==> config.mk <==
export PLATFORM = sky130hd
export DESIGN_NAME = mem_arbiter
export DESIGN_NICKNAME = d
export VERILOG_FILES = /design/src/rtl/mem_arbiter.sv
export SDC_FILE = /design/constraint.sdc
export NUM_CORES = 1
export LEC_CHECK = 0
export CORE_MARGIN = 1.5
export CORE_UTILIZATION = 35
export CTS_CLUSTER_SIZE = 14
export DETAILED_ROUTE_END_ITERATION = 16
export PLACE_DENSITY_LB_ADDON = 0.25
export SYNTH_ARGS = -nofsm -noshare
export SYNTH_HDL_FRONTEND = slang
export SYNTH_SLANG_ARGS = --single-unit
==> constraint.sdc <==
create_clock -name clk -period 1.65 [get_ports clk]
set_input_delay 0.33 -clock clk [delete_from_list [all_inputs] [get_ports clk]]
set_output_delay 0.33 -clock clk [all_outputs]
set_load 0.03 [all_outputs]
==> src/rtl/mem_arbiter.sv <==
// ---------------------------------------------------------------------------
// mem_arbiter : arbiter and sequencer for one shared single-port memory
//               (fetch vs. load/store), with a bounded data-burst rule
// Revision    : 1.0  initial release
// ---------------------------------------------------------------------------
`default_nettype none

module mem_arbiter #(
  parameter int ADDR_W         = 32,
  parameter int DATA_W         = 32,
  parameter int MAX_DATA_BURST = 4
) (
  input  logic              clk,
  input  logic              rst,
  input  logic              if_req,
  input  logic [ADDR_W-1:0] if_addr,
  output logic              if_ack,
  output logic [DATA_W-1:0] if_rdata,
  input  logic              d_req,
  input  logic              d_we,
  input  logic [ADDR_W-1:0] d_addr,
  input  logic [DATA_W-1:0] d_wdata,
  output logic              d_ack,
  output logic [DATA_W-1:0] d_rdata,
  output logic [ADDR_W-1:0] mem_addr,
  output logic [DATA_W-1:0] mem_write_data,
  output logic              mem_MemWrite,
  output logic              mem_MemRead,
  input  logic [DATA_W-1:0] mem_read_data,
  output logic              busy
);

  localparam int BURST_W = $clog2(MAX_DATA_BURST + 1);
  localparam logic [BURST_W-1:0] BURST_MAX = BURST_W'(MAX_DATA_BURST);

  typedef enum logic [1:0] {
    IDLE   = 2'd0,
    ACCESS = 2'd1,
    DONE   = 2'd2
  } state_t;

  state_t              state_q, state_d;
  logic                owner_d_q, owner_d_d;   // 1 = data requester owns the access
  logic                we_q, we_d;
  logic [ADDR_W-1:0]   addr_q, addr_d;
  logic [DATA_W-1:0]   wdata_q, wdata_d;
  logic [BURST_W-1:0]  burst_q, burst_d;
  logic [DATA_W-1:0]   if_rdata_q, d_rdata_q;

  logic grant_d, grant_i;

  always_comb begin
    state_d   = state_q;
    owner_d_d = owner_d_q;
    we_d      = we_q;
    addr_d    = addr_q;
    wdata_d   = wdata_q;
    burst_d   = burst_q;
    grant_d   = 1'b0;
    grant_i   = 1'b0;

    case (state_q)
      IDLE: begin
        // A waiting fetch wins only once data has used up its burst allowance.
        grant_d = d_req && !(if_req && (burst_q == BURST_MAX));
        grant_i = if_req && !grant_d;
        if (grant_d) begin
          owner_d_d = 1'b1;
          we_d      = d_we;
          addr_d    = d_addr;
          wdata_d   = d_wdata;
          state_d   = ACCESS;
          if (!if_req)
            burst_d = '0;
          else if (burst_q != BURST_MAX)
            burst_d = burst_q + 1'b1;
        end else if (grant_i) begin
          owner_d_d = 1'b0;
          we_d      = 1'b0;
          addr_d    = if_addr;
          wdata_d   = '0;
          burst_d   = '0;
          state_d   = ACCESS;
        end
      end
      ACCESS:  state_d = DONE;
      DONE:    state_d = IDLE;
      default: state_d = IDLE;
    endcase
  end

  always_ff @(posedge clk) begin
    if (rst) begin
      state_q    <= IDLE;
      owner_d_q  <= 1'b0;
      we_q       <= 1'b0;
      addr_q     <= '0;
      wdata_q    <= '0;
      burst_q    <= '0;
      if_rdata_q <= '0;
      d_rdata_q  <= '0;
    end else begin
      state_q   <= state_d;
      owner_d_q <= owner_d_d;
      we_q      <= we_d;
      addr_q    <= addr_d;
      wdata_q   <= wdata_d;
      burst_q   <= burst_d;
      if (state_q == ACCESS && !we_q) begin
        if (owner_d_q)
          d_rdata_q <= mem_read_data;
        else
          if_rdata_q <= mem_read_data;
      end
    end
  end

  // Memory strobes are gated by ACCESS so nothing reaches the memory otherwise.
  assign mem_addr       = (state_q == ACCESS) ? addr_q : '0;
  assign mem_write_data = (state_q == ACCESS && we_q) ? wdata_q : '0;
  assign mem_MemWrite   = (state_q == ACCESS) && we_q;
  assign mem_MemRead    = (state_q == ACCESS) && !we_q;

  assign if_ack   = (state_q == DONE) && !owner_d_q;
  assign d_ack    = (state_q == DONE) && owner_d_q;
  assign if_rdata = if_rdata_q;
  assign d_rdata  = d_rdata_q;
  assign busy     = (state_q != IDLE);

endmodule

`default_nettype wire

# Yosys cells after proc, flatten, opt, wreduce, memory -nomap -nowiden

Cells that the tools add are included.

Register bits after elaboration: 135
Word-level logic and storage cells: 50
Bits of input ports: 133
Output and inout port bits: 133

Bitwise logic cells: 1
Eq/ne operators: 6
Add/subtract/negate cells: 1
Multiplexer cells: 16
Reductions and logical operators: 18

Operator list:

| cell                  | number |
|---|---|
| $mux W32              | 6 |
| $mux W3               | 4 |
| $logic_and A1 B1 Y1   | 7 |
| $ne A3 B3 Y1 const B  | 2 |
| $reduce_and A2 Y1     | 3 |
| $logic_not A1 Y1      | 4 |
| $mux W2               | 2 |
| $pmux W2 S2           | 1 |
| $reduce_bool A2 Y1    | 2 |
| $add A3 B1 Y3 const B | 1 |
| $eq A3 B3 Y1 const B  | 1 |
| $mux W1               | 3 |
| $ne A3 B2 Y1 const B  | 1 |
| $reduce_and A3 Y1     | 1 |
| $eq A2 B1 Y1 const B  | 1 |
| $eq A2 B2 Y1 const B  | 1 |
| $logic_not A2 Y1      | 1 |
| $not A1 Y1            | 1 |

# Longest topological paths before layout

Word-level depth: 9
Depth in mapped cells: 7
Mapped depth without buffers: 5

# Least setup slack after synthesis

Ideal clock, no wire load.

Kind: reg-to-output
Start: register state_q[0]
End: output port mem_MemRead
Data required time: 1.320 ns
Arrival: 1.348 ns
Cell stages (with the launch flop): 5
Slack: -0.028 ns
Buffers on the path: 2
Path through: dfxtp_1 -> buf_4 -> nor2b_1 -> clkbuf_1 -> nor2b_1

Cells in the longest elaborated chain, start to end: 2

RTL lines:

| item                     | RTL line | text |
|---|---|---|
| start: declaration       | 42       | `state_t state_q, state_d;` |
| start signal: assignment | 103      | `state_q <= state_d;` |
| $eq A2 B1 Y1             | 122      | `assign mem_MemRead = (state_q == ACCESS) && !we_q;` |
| $logic_and A1 B1 Y1      | 122      |  |
| end: declaration         | 28       | `output logic mem_MemRead,` |

Every way passes these cells.

# Final worst setup path

Start: register state_q[0]
End: output port mem_write_data[8]

Cells in the longest elaborated chain, start to end: 3

RTL lines:

| item                | RTL line | text |
|---|---|---|
| $eq A2 B1 Y1        | 120      | `assign mem_write_data = (state_q == ACCESS && we_q) ? wdata_q : '0;` |
| $logic_and A1 B1 Y1 | 120      |  |
| $mux W32            | 120      |  |
| end: declaration    | 26       | `output logic [DATA_W-1:0] mem_write_data,` |

Every way passes these cells.

==> flow_metrics.py <==
metrics = {
    "route": {
        "wl_um": 20700,
        "firstDrtPassIters": 5,
        "antenna_left": 0,
        "drt_iter0_drc": 354,
        "wl_per_cell_um": 16.9,
        "vias": 6397,
        "drcViolationCount": 0,
        "vias_per_cell": 5.22,
    },
    "power_and_ir_drop": {
        "vdd_drop_max_uv": 764,
        "p_leak_nw": 4.11,
        "power_per_cell_area_nw_per_um2": 930,
        "totalPowerFinal_mw": 9.33,
    },
    "synth": {
        "yosys.area.top_type_share_pct": 46.4,
        "syn_area_um2": 5820,
        "synthCells": 737,
        "ys_ff_latch": 135,
        "synth_area_per_cell_um2": 7.90,
        "synth_nets": 872,
        "ys_types": 32,
        "yosysWarnings": 0,
        "synth_area_leaders": "dfxtp_1, a21oi_1, nand2_1",
        "ys_seq_area_share_pct": 46.4,
        "yosysTopAreaCell": "dfxtp_1",
    },
    "cells_and_area": {
        "area_delta_synth_final_pct": 72.2,
        "n_fill_cell": 1421,
        "layout_commonest_cell": "dfxtp_1",
        "antenna_cells": 0,
        "stdcell_count": 1225,
        "final_cell_mix": "dfxtp_1, clkdlybuf4s50_1, a21oi_1, nand2_1, buf_6",
        "final_nets": 1132,
        "design_area_um2": 10000,
        "final_core_util_pct": 62.4,
        "drive_above_1_share_pct": 23.0,
    },
    "clock_network": {
        "cts_buffer_depth": 2,
        "cts_num_sinks": 135,
        "cts_tree": "done",
        "clockRootBuffer": "clkbuf_16",
        "clock_latency_ns": 0.42,
        "cts_hold_buf": 0,
        "htreeDepth": 4,
        "clk_pin_slew_ns": 0.05,
        "cts_buffers": 17,
    },
    "critical_path": {
        "r2r_cells": 8,
        "required_ns": 1.32,
        "crit_path_start_kind": "register",
        "crit_arrival_ns": 1.51,
        "critPathLaunch": "state_q[0]",
        "r2r-start": "state_q[0]",
        "critPathMaxFanout": 8,
        "reg2reg_slack_ns": 0,
        "end_kind": "output port",
        "path_class": "reg -> out",
        "r2r-end": "wdata_q[13]",
    },
    "global_route": {
        "gr-usage-all-layers_pct": 22.8,
        "grt_pass1_vias": 5984,
        "busiest_layer": "met2",
        "grt_max_degree": 91,
        "met1_usage_pct": 29.1,
        "use_met3_pct": 5.00,
        "antenna_found_initial": 0,
        "grtUsageMet2_pct": 37.7,
        "grt_pass1_wl_um": 31900,
        "overflow": 0,
    },
    "placed_design": {
        "portBuffers": 265,
        "place_congestion": 0.797,
        "place_area_um2": 8760,
        "dp_hpwl_um": 13100,
        "pre_cts_slack_ns": -0.211,
        "dp_cells": 1175,
    },
    "floorplanning": {
        "die_x_um": 132,
        "start_util_pct": 36.2,
        "core_um2": 16100,
        "io_pins": 266,
        "rows": 46,
        "die_y_um": 132,
        "dieArea_um2": 17400,
    },
    "sta": {
        "finalHoldViolations": 0,
        "fmax_mhz": 542,
        "fin_hold_ws_ns": 0.363,
        "finalSetupViolCount": 69,
        "relSlewSlack_pct": 71.5,
        "rsz0062_at_grt": "yes",
        "fin_ws_ns": -0.194,
        "drv_slew": 0,
        "worst_pin_slew_ns": 0.428,
        "finalCritPeriodShare_pct": 112,
        "fin_skew_ns": 0.00753,
        "tns_ns": -11.79,
        "fin_crit_ns": 1.84,
    },
    "flow_run": {
        "cap_violations": 0,
    },
    "status": {
        "status": "finished with violations",
        "violations": "negative setup slack",
    },
    "worst_hold_path": {
        "holdPathStages": 3,
        "min_path_type": "in -> reg",
        "hp-start": "rst",
        "hold_end": "if_rdata[3]",
    },
}
==> power by group <==
group / internal [mW] / switching (mW) / total, mW / leakage [nW]
registers: 3.47 / 0.102 / 3.58 / 1.11
clock network: 2.48 / 1.39 / 3.88 / 0.293
logic: 0.916 / 0.957 / 1.87 / 2.72
==> sequential cells by signal (all words and copies together) (netlist names) <==
register	flops
addr_q	32
owner_d_q	1
we_q	1
d_rdata	32
wdata_q	32
burst_q	3
if_rdata	32
state_q	2
==> worst max-delay path, stage by stage (launching register included) <==
cell and delay (ns):
dfxtp_4 0.34, nor2b_4 0.16, buf_4 0.15, buf_6 0.13
and3_1 0.18, buf_6 0.14
==> worst max-delay path by stage <==
stage | to | slack, ns
2_1_floorplan | mem_MemWrite | 0.04
3_3_place_gp | wdata_q[23] | -0.14
3_5_place_dp | addr_q[11] | -0.21
4_1_cts | mem_write_data[0] | -0.25
5_1_grt | mem_write_data[22] | -0.26
6_report | mem_write_data[8] | -0.19
==> cells by family after synthesis <==
family          share of synthesized area [%]
simple gates                             24.0
compound gates                           22.2
flops                                    46.4
buf+inv                                  6.92
fa+ha+maj                               0.430
==> cells in the mapped netlist <==
cell and instances:
nand2_1 130, or4b_1 1, o21ai_0 44, nor2b_1 3
and3b_1 1, nor2_2 1, nor3b_1 1, buf_1 1
o31ai_1 1, nor4b_4 1, and3_1 33, nand4b_1 1
buf_2 30, a311oi_1 32, buf_4 4, ha_1 2
clkbuf_1 41, inv_1 4, nor4bb_1 2, and2_1 33
nor3b_4 1, buf_6 4, nor2_1 2, clkbuf_2 1
a21oi_1 133, o21ai_1 24, nand4_1 2, or2_0 1
nand4bb_1 1, nand3_1 66, nor3_1 1, dfxtp_1 135
==> metal layers <==
layer	part of all wire, %	vias up	routed length (µm)
met3	5.8	26	1210
met2	48	231	9950
li1	-	3109	-
met5	0	-	0
met4	2.1	0	439
met1	44	3031	9110
==> cell type report <==
class                      instances  area [µm²]  share of cell area [%]
multi-input combinational        517        2980                    29.7
timing repair buffer             322        3450                    34.4
clock buffer                      23         478                    4.77
sequential                       135        2710                    27.0
inverter                           4        17.5                   0.175
tap                              216         270                    2.70
clock inverter                     8         121                    1.21
==> repair_timing <==
action	in CTS	in global routing
resized for setup	150	60
cloned	2	5
buffers inserted	5	8
setup endpoints to repair	133	78
hold endpoints to repair	0	0
pin swaps	3	29
Power figures use the tool's default switching activity.
